File: src/rtl/ifu_pkg.sv
// Shared constants for the instruction fetch unit: CPU widths, OCP command and
// response encodings, and the fetch FSM state encoding.
package ifu_pkg;

    localparam int CPU_ADDR_WIDTH  = 32;
    localparam int CPU_INSTR_WIDTH = 32;

    typedef enum logic [2:0] {
        OCP_CMD_IDLE  = 3'd0,
        OCP_CMD_WRITE = 3'd1,
        OCP_CMD_READ  = 3'd2
    } ocp_cmd_t;

    typedef enum logic [1:0] {
        OCP_RESP_NULL = 2'd0,
        OCP_RESP_DVA  = 2'd1,
        OCP_RESP_FAIL = 2'd2,
        OCP_RESP_ERR  = 2'd3
    } ocp_resp_t;

    typedef enum logic [1:0] {
        ST_IDLE = 2'd0,
        ST_CMD  = 2'd1,
        ST_RESP = 2'd2
    } ifu_state_t;

    // A fetch address is word aligned when its two low bits are zero.
    function automatic logic is_aligned(input logic [1:0] lsb);
        return lsb == 2'b00;
    endfunction

endpackage

File: src/rtl/ifu.sv
// Instruction fetch unit: turns single-word fetch requests into one OCP read
// at a time, flags misaligned requests and bus errors/timeouts, and returns
// the instruction word to fetch together with a combinational stall.
//
// Handshake: the fetch side issues a one-cycle i_rd_cmd; o_busy stays high
// until the cycle in which the response arrives, and o_instr_dat is valid in
// that same cycle. On the OCP side o_MCmd/o_MAddr are held until
// i_SCmdAccept=1; the response may come in the accept cycle or any later one.
module ifu
    import ifu_pkg::*;
#(
    parameter int RESP_TIMEOUT = 0
) (
    input  logic                       clk,
    input  logic                       rst,
    input  logic [CPU_ADDR_WIDTH-1:0]  i_addr,
    input  logic                       i_rd_cmd,
    output logic [CPU_INSTR_WIDTH-1:0] o_instr_dat,
    output logic                       o_busy,
    output logic                       o_err_align,
    output logic                       o_err_bus,
    output logic [CPU_ADDR_WIDTH-1:0]  o_MAddr,
    output logic [2:0]                 o_MCmd,
    output logic [31:0]                o_MData,
    output logic [3:0]                 o_MByteEn,
    input  logic                       i_SCmdAccept,
    input  logic [31:0]                i_SData,
    input  logic [1:0]                 i_SResp,
    output logic [1:0]                 o_dbg_state
);

    localparam int CNT_W = (RESP_TIMEOUT > 0) ? $clog2(RESP_TIMEOUT + 1) : 1;

    ifu_state_t                 state, state_nxt;
    logic [CPU_ADDR_WIDTH-1:0]  maddr_r;
    logic [CPU_INSTR_WIDTH-1:0] data_r;
    logic [CNT_W-1:0]           cnt_r;

    logic req_aligned;
    logic resp_null;
    logic resp_now;
    logic timeout_hit;
    logic done;
    logic done_dva;

    assign req_aligned = i_rd_cmd && is_aligned(i_addr[1:0]);
    assign resp_null   = (i_SResp == OCP_RESP_NULL);

    // A response counts only once the command has been accepted.
    assign resp_now = !resp_null &&
                      (((state == ST_CMD) && i_SCmdAccept) || (state == ST_RESP));

    generate
        if (RESP_TIMEOUT > 0) begin : g_timeout
            assign timeout_hit = (state == ST_RESP) && resp_null &&
                                 (cnt_r == CNT_W'(RESP_TIMEOUT));
        end else begin : g_no_timeout
            assign timeout_hit = 1'b0;
        end
    endgenerate

    assign done     = resp_now || timeout_hit;
    assign done_dva = resp_now && (i_SResp == OCP_RESP_DVA);

    // Next-state logic for the one-transaction-at-a-time fetch FSM.
    always_comb begin
        state_nxt = state;
        unique case (state)
            ST_IDLE: if (req_aligned) state_nxt = ST_CMD;
            ST_CMD:  if (i_SCmdAccept) state_nxt = resp_null ? ST_RESP : ST_IDLE;
            ST_RESP: if (done) state_nxt = ST_IDLE;
            default: state_nxt = ST_IDLE;
        endcase
    end

    // State register; reset aborts any transaction in flight.
    always_ff @(posedge clk or posedge rst) begin
        if (rst) state <= ST_IDLE;
        else     state <= state_nxt;
    end

    // Bus address is captured from an aligned request accepted in IDLE.
    always_ff @(posedge clk or posedge rst) begin
        if (rst)                                maddr_r <= '0;
        else if ((state == ST_IDLE) && req_aligned) maddr_r <= i_addr;
    end

    // Data register: read data on DVA, zero (NOP) on any error.
    always_ff @(posedge clk or posedge rst) begin
        if (rst)
            data_r <= '0;
        else if (done)
            data_r <= done_dva ? i_SData : '0;
        else if (o_err_align)
            data_r <= '0;
    end

    // Response-wait counter: zero outside RESP, counts NULL cycles inside it.
    always_ff @(posedge clk or posedge rst) begin
        if (rst)                    cnt_r <= '0;
        else if (state != ST_RESP)  cnt_r <= '0;
        else if (resp_null)         cnt_r <= cnt_r + 1'b1;
    end

    assign o_MAddr     = maddr_r;
    assign o_MCmd      = (state == ST_CMD) ? OCP_CMD_READ : OCP_CMD_IDLE;
    assign o_MByteEn   = (state == ST_CMD) ? 4'hF : 4'h0;
    assign o_MData     = '0;
    assign o_err_align = (state == ST_IDLE) && i_rd_cmd && !is_aligned(i_addr[1:0]);
    assign o_err_bus   = done && !done_dva;
    assign o_busy      = req_aligned || ((state != ST_IDLE) && !done);
    assign o_instr_dat = done_dva ? i_SData : (done ? '0 : data_r);
    assign o_dbg_state = state;

endmodule
File: config.mk
export PLATFORM = sky130hd
export DESIGN_NAME = ifu
export DESIGN_NICKNAME = d
export VERILOG_FILES = /design/src/rtl/ifu_pkg.sv /design/src/rtl/ifu.sv
export SDC_FILE = /design/constraint.sdc
export NUM_CORES = 1
export LEC_CHECK = 0
export ABC_AREA = 1
export CAP_MARGIN = 40
export CORE_ASPECT_RATIO = 2
export CORE_MARGIN = 2
export CORE_UTILIZATION = 33
export CTS_CLUSTER_DIAMETER = 200
export CTS_CLUSTER_SIZE = 28
export DETAILED_ROUTE_END_ITERATION = 8
export PLACE_DENSITY = 0.81
export SYNTH_ARGS = -nofsm -noshare
export SYNTH_HDL_FRONTEND = slang
export SYNTH_SLANG_ARGS = --single-unit
File: constraint.sdc
create_clock -name clk -period 5.6 [get_ports clk]
set_clock_uncertainty 0.05 [all_clocks]
set_input_delay 0.56 -clock clk [delete_from_list [all_inputs] [get_ports clk]]
set_output_delay 0.56 -clock clk [all_outputs]
set_load 0.01 [all_outputs]
==> flow_summary.rst, run 1 <==
.. list-table::
   :header-rows: 1

   * - Metric
     - Value
   * - Result of the run
     - complete, no violations
   * - Setup repair after global routing missed its margin
     - false
   * - Count of H-tree levels built during CTS
     - 3
   * - Port Buffers
     - 143
   * - Summed negative setup slack over all endpoints
     - 0 ps
   * - Number of ports placed on the die boundary
     - 178
   * - Number of enable-type register cells in the synthesized netlist
     - 0
   * - Starting utilization of the core area
     - 33.6%
   * - Min Clock Period, post-route
     - 3750 ps
   * - Maximum fanout along the worst path
     - 36
   * - Number of distinct library cells after synthesis
     - 16
   * - Number of design rule violations left after detail routing
     - 0
   * - Antenna violations before repair
     - 0
   * - Most numerous cell in the Yosys netlist
     - sky130_fd_sc_hd__nand2_1
   * - Die width
     - 74.2 um
   * - Vias after detailed routing
     - 2935
   * - Routed length per instance
     - 12.0 um
   * - Required arrival time at the worst endpoint
     - around 5000 ps
   * - Type of origin of the critical path
     - input port
   * - Average cell area after synthesis
     - about 8 um^2
   * - Classification of the worst setup path
     - in -> out
   * - Number of core rows
     - between 50 and 60
   * - Share of final-layout standard cells stronger than drive strength 1
     - under 10%
   * - Number of design-rule violations left by the first detailed-router iteration
     - 190
   * - Max Cap Viol
     - 0
   * - Pre-Repair DR Iteration Count
     - 5
   * - Clock sinks
     - 66
   * - Bufs on Longest Clock Path
     - 2
   * - Actual slew at the worst max-slew pin
     - 817 ps
   * - Final setup viols
     - 0
   * - Ratio of final minimum period to clock period
     - 67.0%
   * - Launch point of the critical path
     - i_SCmdAccept
   * - End point of the critical path
     - o_busy
   * - All-Layer GR Usage
     - 15.4%
   * - Height of the die
     - about 140 um
   * - Total setup buffers inserted after CTS
     - 0
   * - Gr ovfl total
     - 0
   * - Routability congestion estimate from global placement
     - around 0.74
   * - Worst-skew pair later-pin latency
     - 320 ps
   * - Arrival time worst endpoint
     - 3140 ps
   * - Count of mapped cells out of synthesis
     - between 400 and 500
   * - DPL Wire Length
     - 6060 um
   * - Relative max-transition margin
     - a little under half
   * - CTS Buf Count
     - 9
   * - Cell Area, Synth
     - 3260 um^2
   * - Number of cells on the worst reg-to-reg path
     - 7
   * - Top cells by area in the synthesized netlist
     - sky130_fd_sc_hd__dfrtp_1 51%, sky130_fd_sc_hd__nand2_1 15%, sky130_fd_sc_hd__nand3_1 10%, sky130_fd_sc_hd__buf_4 8.8%, sky130_fd_sc_hd__o21ai_0 4.8%
   * - Root buf cell
     - sky130_fd_sc_hd__clkbuf_16
   * - Post-synth top area share
     - 50.7%
   * - Hold buffers post-CTS
     - 0
   * - Detailed-route vias per instance
     - 4.36
   * - Final number of max-transition violations
     - 0
   * - Highest clock rate
     - 266 MHz
   * - Post-Layout Cell Count
     - 673
   * - Utilization after layout
     - 51.1%
   * - Most used DFF post-synth
     - sky130_fd_sc_hd__dfrtp_1
   * - VDD IR max
     - 0.000200 V
   * - Placeable core area
     - 9700 um^2
   * - Final std cell area, no fill
     - 4960 um^2
   * - Top cells by instance count after synthesis
     - 131 x sky130_fd_sc_hd__nand2_1, 66 x sky130_fd_sc_hd__dfrtp_1, 66 x sky130_fd_sc_hd__nand3_1, 38 x sky130_fd_sc_hd__buf_4, 38 x sky130_fd_sc_hd__inv_1
   * - Register bit count reported by yosys
     - 66
   * - Total wirelength of the detailed-routed design
     - 8090 um
   * - Reg-to-reg startpoint
     - o_dbg_state[1]
   * - Number of warning messages in the yosys log
     - 0
   * - Number of global-route vias before repair
     - 2818
   * - Static Leak
     - between 0.002 and 0.003 uW
   * - Sort of element at the end of the critical path
     - primary output
   * - Post-CTS sizing
     - 0
   * - Wire length of the first global-routing pass
     - 12700 um
   * - CTS tree
     - done
   * - Type of the worst min-delay path
     - reg -> reg
   * - Count of antenna-violating nets left after detailed routing
     - 0
   * - Share of the yosys chip area belonging to registers
     - 50.7%
   * - Clock slew seen by the registers of the worst setup and hold paths
     - 50 ps
   * - Final-report hold violation count
     - 0
   * - Count of nets after finishing
     - 606
   * - Register-to-register path setup slack
     - 3350 ps
   * - Total die area
     - 10700 um^2
   * - Ys async rst share
     - 100%
   * - Synth area leader
     - sky130_fd_sc_hd__dfrtp_1
   * - Cell count after placement
     - 657
   * - End of the worst register-to-register path
     - data_r[3]
   * - P&R area growth vs syn
     - 52.2%
   * - Pwr Density
     - 305 nW/um^2
   * - Number of antenna diodes
     - 0
   * - Total placed instance area
     - 4630 um^2
   * - Maximum number of pins on one net before global-route repair
     - 67
-- registers in the layout, indices dropped and copies added, names as in the netlist --
register	cells
data_r	32
o_MAddr	32
o_dbg_state	2
-- area by class of cell --
cell class,instances,area [um^2]
Sequential cell,66,1650
Clock inverter,6,88.8
Multi-Input combinational cell,273,1170
Clock buffer,10,239
Fill cell,942,4740
Inverter,38,143
Timing Repair Buffer,148,1500
Tap cell,132,165
-- where the power goes --
group	switching (uW)	internal, uW
registers	33.1	535
clock network	203	402
logic	153	186
-- kinds of logic after synthesis --
group                  Yosys count  synth area share, %
AOI/OAI and AO/OA               33                 5.15
buffers and inverters           98                 17.3
DFF                             66                 50.7
other                            1                0.115
and+or+nand+nor                206                 26.7
-- metrics by stage --
stage	worst slack [ps]	hold WS (ps)	total power, uW
after global routing	1570	457	1590
final	1850	423	1510
after detailed placement	1800	411	917
after floorplan	3340	419	729
after CTS	1800	426	1540
after global placement	1670	403	903
-- critical path: stages --
cell and delay [ps]:
sky130_fd_sc_hd__clkdlybuf4s50_1 490, sky130_fd_sc_hd__nand3_1 110, sky130_fd_sc_hd__nand2_2 490, sky130_fd_sc_hd__nand2_2 520, sky130_fd_sc_hd__buf_16 330, sky130_fd_sc_hd__o21ai_0 80, sky130_fd_sc_hd__nand2_1 60, sky130_fd_sc_hd__clkdlybuf4s50_1 480
-- worst min-delay path by stage --
stage,end,startpoint,slack [ps],depth (start not counted)
final,o_MAddr[1],o_MAddr[1],420,2
after global routing,o_MAddr[0],o_MAddr[0],460,2
after CTS,o_MAddr[1],o_MAddr[1],430,2
after detailed placement,o_MAddr[1],o_MAddr[1],410,2
after global placement,o_MAddr[1],o_MAddr[1],400,2
after floorplan,data_r[10],data_r[10],420,2
-- cells in the final DEF, fill, tap and decap left out, types with 2 or more instances in the layout --
master                            Yosys  routed
sky130_fd_sc_hd__clkdlybuf4s50_1      0     143
sky130_fd_sc_hd__nand2_1            131     131
sky130_fd_sc_hd__nand3_1             66      66
sky130_fd_sc_hd__dfrtp_1             66      66
sky130_fd_sc_hd__inv_1               38      37
sky130_fd_sc_hd__conb_1               1      34
sky130_fd_sc_hd__o21ai_0             31      31
sky130_fd_sc_hd__clkbuf_16            0       9
sky130_fd_sc_hd__nor2_1               5       4
sky130_fd_sc_hd__buf_4               38       3
sky130_fd_sc_hd__nand2_2              2       2
sky130_fd_sc_hd__bufinv_16            0       2
sky130_fd_sc_hd__clkinvlp_4           0       2
-- layer usage --
| layer | share of wire [%] | up-vias | global-route usage, % |
|---|---|---|---|
| met5 | 0 | - | 0 |
| met4 | 2.9 | 0 | 8.27 |
| met3 | 7.2 | 22 | 3.28 |
| met2 | 55 | 143 | 28.1 |
| met1 | 35 | 1312 | 15.9 |
| li1 | - | 1458 | - |
(Power assumes the default switching activity.)
==> run 2: changes to the inputs <==
==> constraint.sdc (replaced) <==
create_clock -name clk -period 3.6 [get_ports clk]
set_clock_uncertainty 0.05 [all_clocks]
set_input_delay 0.36 -clock clk [delete_from_list [all_inputs] [get_ports clk]]
set_output_delay 0.36 -clock clk [all_outputs]
set_load 0.01 [all_outputs]
==> flow_summary.rst, run 2 (synthesis gave the netlist of run 1 again) <==
.. list-table::
   :header-rows: 1

   * - Metric
     - Value
   * - Count of nets after finishing
     - 608
   * - Share of final-layout standard cells stronger than drive strength 1
     - 5.34%
   * - Highest clock rate
     - 377 MHz
   * - FILL cells
     - 940
   * - Number of ports placed on the die boundary
     - 178
   * - Final std cell area, no fill
     - between 4000 and 5000 um^2
   * - Total wirelength of the detailed-routed design
     - between 7000 and 8000 um
   * - Number of design-rule violations left by the first detailed-router iteration
     - 126
   * - Max Cap Viol
     - 0
   * - Min Clock Period, post-route
     - 2650 ps
   * - Pre-Repair DR Iteration Count
     - 4
   * - Starting utilization of the core area
     - 33.6%
   * - Number of design rule violations left after detail routing
     - 0
   * - Ratio of final minimum period to clock period
     - 73.7%
   * - CTS Buf Count
     - 9
   * - Die width
     - ~74 um
   * - P&R area growth vs syn
     - 51.8%
   * - Total placed instance area
     - 4640 um^2
   * - Design Power
     - 2270 uW
   * - Number of buffer and inverter stages on the critical path
     - 3
   * - Clock sinks
     - 66
   * - Post-CTS sizing
     - 0
   * - Root buf cell
     - sky130_fd_sc_hd__clkbuf_16
   * - VDD IR max
     - 0.000335 V
   * - Critical path depth in cells
     - 7
   * - Result of the run
     - complete, no violations
   * - Reg-to-reg startpoint
     - o_dbg_state[1]
   * - Type of the worst min-delay path
     - in -> async
   * - Total die area
     - 10700 um^2
   * - Slowest CP cell
     - sky130_fd_sc_hd__clkdlybuf4s50_1
   * - Classification of the worst setup path
     - in -> out
   * - Most common library cell in the layout ignoring fill and taps
     - sky130_fd_sc_hd__clkdlybuf4s50_1
   * - Count of H-tree levels built during CTS
     - 3
   * - Routed length per instance
     - 11.8 um
   * - Register-to-register path setup slack
     - 2140 ps
   * - Pwr Density
     - roughly 460 nW/um^2
   * - End of the worst register-to-register path
     - data_r[27]
   * - Detailed-route vias per instance
     - about 4.3
   * - Height of the die
     - 144 um
   * - Worst-skew pair later-pin latency
     - 320 ps
   * - Number of global-route vias before repair
     - between 2000 and 3000
   * - Wire length of the first global-routing pass
     - 12400 um
   * - Setup repair after global routing missed its margin
     - false
   * - Arrival time worst endpoint
     - 2240 ps
   * - Required arrival time at the worst endpoint
     - roughly 3200 ps
   * - Final number of max-transition violations
     - 0
   * - Static Leak
     - about 0.0026 uW
   * - Maximum fanout along the worst path
     - 27
   * - Routability congestion estimate from global placement
     - 0.861
   * - Worst path max stage delay
     - 540 ps
   * - Number of core rows
     - 51
   * - Type of origin of the critical path
     - input port
   * - Utilization after layout
     - 50.9%
   * - CTS tree
     - done
   * - Placeable core area
     - ~9700 um^2
   * - Port Buffers
     - 143
   * - Count of antenna-violating nets left after detailed routing
     - 0
   * - Top library cells by usage in the layout, fill and taps aside
     - 143 x sky130_fd_sc_hd__clkdlybuf4s50_1, 131 x sky130_fd_sc_hd__nand2_1, 66 x sky130_fd_sc_hd__nand3_1, 66 x sky130_fd_sc_hd__dfrtp_1, 37 x sky130_fd_sc_hd__inv_1
   * - Final-report hold violation count
     - 0
   * - Number of antenna diodes
     - 0
   * - Final setup viols
     - 0
   * - Hold buffers post-CTS
     - 0
   * - DPL Wire Length
     - 6200 um
   * - All-Layer GR Usage
     - approximately 15%
   * - Antenna violations before repair
     - 0
   * - Total setup buffers inserted after CTS
     - 0
   * - Vias after detailed routing
     - 2913
   * - Family with the most delay on the worst path
     - buffers and inverters
   * - Gr ovfl total
     - 0
   * - Clock slew seen by the registers of the worst setup and hold paths
     - roughly 50 ps
   * - Sort of element at the end of the critical path
     - primary output
   * - Maximum number of pins on one net before global-route repair
     - 67
   * - Number of cells on the worst reg-to-reg path
     - 6
   * - Worst-path cell chain
     - clkdlybuf4s50_1 > nand3_1 > nand2_2 > buf_4 > nand3_1 > nand2_1 > clkdlybuf4s50_1
   * - Bufs on Longest Clock Path
     - 2
   * - Summed negative setup slack over all endpoints
     - 0 ps
## run 2: cell types whose count changed in the layout (fill, tap and decap cells not counted)
cell,previous run,this run
sky130_fd_sc_hd__buf_12,1,2
sky130_fd_sc_hd__buf_16,1,0
sky130_fd_sc_hd__buf_4,3,5
sky130_fd_sc_hd__bufinv_16,2,1
sky130_fd_sc_hd__clkinv_4,0,1
sky130_fd_sc_hd__clkinvlp_4,2,3
sky130_fd_sc_hd__inv_6,1,0
## run 2: how the worst max path moves through the flow
stage | startpoint | to | slack (ps)
floorplan | rst | data_r[0] | 1540
global placement | i_SResp[1] | o_busy | 970
detailed placement | i_SCmdAccept | o_instr_dat[26] | 930
CTS | i_SCmdAccept | o_instr_dat[26] | 920
global route | i_SCmdAccept | o_instr_dat[21] | 800
finish | i_SCmdAccept | o_instr_dat[26] | 950
## run 2: where the power goes
part	total, uW	switching (uW)	internal (uW)
Sequential	883	51.3	832
Combinational	527	237	290
Clock	865	311	554
Total	2270	599	1680
## run 2: cell type report
| class | instances | area, um^2 | share of cell area (%) |
|---|---|---|---|
| Tap cell | 132 | 165 | 3.34 |
| Multi-Input combinational cell | 273 | 1170 | 23.6 |
| Timing Repair Buffer | 150 | 1510 | 30.5 |
| Clock inverter | 6 | 66.3 | 1.34 |
| Sequential cell | 66 | 1650 | 33.4 |
| Inverter | 38 | 143 | 2.89 |
| Clock buffer | 10 | 239 | 4.84 |
## run 2: worst reg2reg max path, delay by kind of cell (launching register included)
kind	cells	cell delay (ps)
buf+inv	2	390
flops	1	440
simple gates	4	510
## run 2: routing by layer
metal / vias to the layer above / wire length, um / global-route usage (%)
li1: 1457 / - / -
met1: 1306 / 2730 / 15.0
met2: 136 / 4400 / 27.7
met3: 14 / 681 / 4.74
met4: 0 / 182 / 7.14
met5: - / 0 / 0
## run 2: metrics by stage
step	cells	setup slack (ps)	hold WS, ps
floorplan	437	1540	406
global placement	658	974	404
detailed placement	659	930	419
CTS	675	922	309
global route	675	800	336
finish	675	947	305
==> run 3: changes to the inputs <==
--- a/config.mk
+++ b/config.mk
@@ -13,7 +13,7 @@
 export CTS_CLUSTER_DIAMETER = 200
 export CTS_CLUSTER_SIZE = 28
 export DETAILED_ROUTE_END_ITERATION = 8
-export PLACE_DENSITY = 0.81
+export PLACE_DENSITY = 0.84
 export SYNTH_ARGS = -nofsm -noshare
 export SYNTH_HDL_FRONTEND = slang
 export SYNTH_SLANG_ARGS = --single-unit
==> constraint.sdc (replaced) <==
create_clock -name clk -period 2.4 [get_ports clk]
set_clock_uncertainty 0.05 [all_clocks]
set_input_delay 0.24 -clock clk [delete_from_list [all_inputs] [get_ports clk]]
set_output_delay 0.24 -clock clk [all_outputs]
set_load 0.01 [all_outputs]
==> flow_summary.rst, run 3 (synthesis gave the netlist of run 1 again) <==
.. list-table::
   :header-rows: 1

   * - Metric
     - Value
   * - Result of the run
     - complete, no violations
   * - Port Buffers
     - 143
   * - Bufs on Longest Clock Path
     - 2
   * - Number of design-rule violations left by the first detailed-router iteration
     - 84
   * - Type of origin of the critical path
     - register
   * - Number of core rows
     - 51
   * - Hold buffers post-CTS
     - 0
   * - Type of the worst min-delay path
     - in -> async
   * - End of the worst register-to-register path
     - data_r[18]
   * - Total wirelength of the detailed-routed design
     - 8680 um
   * - Highest clock rate
     - 431 MHz
   * - VDD IR max
     - 0.000535 V
   * - Reg-to-reg startpoint
     - o_dbg_state[1]
   * - Root buf cell
     - sky130_fd_sc_hd__clkbuf_16
   * - Summed negative setup slack over all endpoints
     - 0 ps
   * - Static Leak
     - 0.00268 uW
   * - Top library cells by usage in the layout, fill and taps aside
     - 141 x sky130_fd_sc_hd__clkdlybuf4s50_1, 130 x sky130_fd_sc_hd__nand2_1, 66 x sky130_fd_sc_hd__nand3_1
   * - P&R area growth vs syn
     - 56.0%
   * - Setup repair after global routing missed its margin
     - true
   * - Gr ovfl total
     - 0
   * - Pwr Density
     - 716 nW/um^2
   * - Final setup viols
     - 0
   * - Classification of the worst setup path
     - reg -> out
   * - Number of ports placed on the die boundary
     - 178
   * - Starting utilization of the core area
     - 33.6%
   * - DPL Wire Length
     - ~6500 um
   * - Number of cells on the worst reg-to-reg path
     - 8
   * - Clock slew seen by the registers of the worst setup and hold paths
     - around 60 ps
   * - Arrival time worst endpoint
     - 2030 ps
   * - Routed length per instance
     - 12.8 um
   * - Final-report hold violation count
     - 0
   * - Antenna violations before repair
     - 0
   * - Number of global-route vias before repair
     - 2880
   * - Required arrival time at the worst endpoint
     - 2110 ps
   * - Worst-skew pair later-pin latency
     - roughly 320 ps
   * - Ratio of final minimum period to clock period
     - just under 100%
   * - Pre-Repair DR Iteration Count
     - 5
   * - Vias after detailed routing
     - just under 3000
   * - Number of design rule violations left after detail routing
     - 0
   * - Count of H-tree levels built during CTS
     - 3
   * - Count of nets after finishing
     - just over 600
   * - Final number of max-transition violations
     - 0
   * - Routability congestion estimate from global placement
     - 0.819
   * - Total die area
     - 10700 um^2
   * - Number of antenna diodes
     - 0
   * - CTS Buf Count
     - 9
   * - Count of antenna-violating nets left after detailed routing
     - 0
   * - All-Layer GR Usage
     - between 10% and 20%
   * - CTS tree
     - done
   * - Clock sinks
     - 66
   * - Wire length of the first global-routing pass
     - 13300 um
   * - Height of the die
     - roughly 140 um
   * - Sort of element at the end of the critical path
     - primary output
   * - Max Cap Viol
     - 0
   * - Min Clock Period, post-route
     - 2320 ps
   * - Maximum number of pins on one net before global-route repair
     - between 60 and 70
   * - Share of final-layout standard cells stronger than drive strength 1
     - 6.23%
   * - Maximum fanout along the worst path
     - 10
   * - Placeable core area
     - between 9000 and 10000 um^2
   * - Most common library cell in the layout ignoring fill and taps
     - sky130_fd_sc_hd__clkdlybuf4s50_1
   * - Detailed-route vias per instance
     - 4.40
   * - Utilization after layout
     - 52.4%
   * - Die width
     - 74.2 um
   * - Register-to-register path setup slack
     - 820 ps
## run 3: routing by layer
metal  vias up  track usage, %  share of wire (%)
met5         -               0                  0
met4         0            7.33                1.9
met3        12            4.81                6.6
met2       127            30.0                 56
met1      1374            16.9                 36
li1       1468               -                  -
## run 3: timing repair
item | 4_1_cts | 5_1_grt
setup buffers | 0 | 1
cloned | 0 | 1
gates resized for setup | 2 | 4
endpoints found under the setup margin | 18 | 33
## run 3: power breakdown
part           total, uW  internal, uW  switching [uW]
Combinational        821           453             368
Clock               1490          1010             476
Sequential          1330          1250            78.7
## run 3: layout make-up
cell class | count | area [um^2]
clock buffers | 9 | 225
clock inverters | 6 | 115
fillers | 897 | 4620
inverters | 38 | 143
multi-input cells | 273 | 1180
flip-flops and latches | 66 | 1650
well taps | 132 | 165
repair buffers | 154 | 1600
## run 3: critical path: stages, from the launching register on
cell	delay (ps)
sky130_fd_sc_hd__dfrtp_2	420
sky130_fd_sc_hd__inv_1	50
sky130_fd_sc_hd__nand3_1	130
sky130_fd_sc_hd__nand2_4	110
sky130_fd_sc_hd__nand2_4	130
sky130_fd_sc_hd__buf_4	180
sky130_fd_sc_hd__nand2_1	70
sky130_fd_sc_hd__nand2_1	70
sky130_fd_sc_hd__clkdlybuf4s50_1	530
## run 3: per-stage QoR
stage                     worst slack (ps)  hold slack, ps  instance area [um^2]  instances  total power, uW
after floorplan                        455             286                  3380        437             1700
after global placement                99.9             399                  4690        661             2140
after detailed placement              68.6             410                  4690        661             2160
after CTS                             23.9             215                  5030        676             3670
after global routing                 -32.8             255                  5080        678             3820
final                                 78.8             207                  5080        678             3640
## run 3: how the worst max path moves through the flow
stage                   startpoint               to  slack [ps]  cells after the start
global route        o_dbg_state[1]  o_instr_dat[29]         -30                      8
floorplan                      rst        data_r[0]         460                      1
global placement        i_SResp[1]  o_instr_dat[28]         100                      7
detailed placement      i_SResp[1]  o_instr_dat[27]          70                      7
CTS                 o_dbg_state[0]  o_instr_dat[27]          20                      8
finish              o_dbg_state[1]   o_instr_dat[2]          80                      8
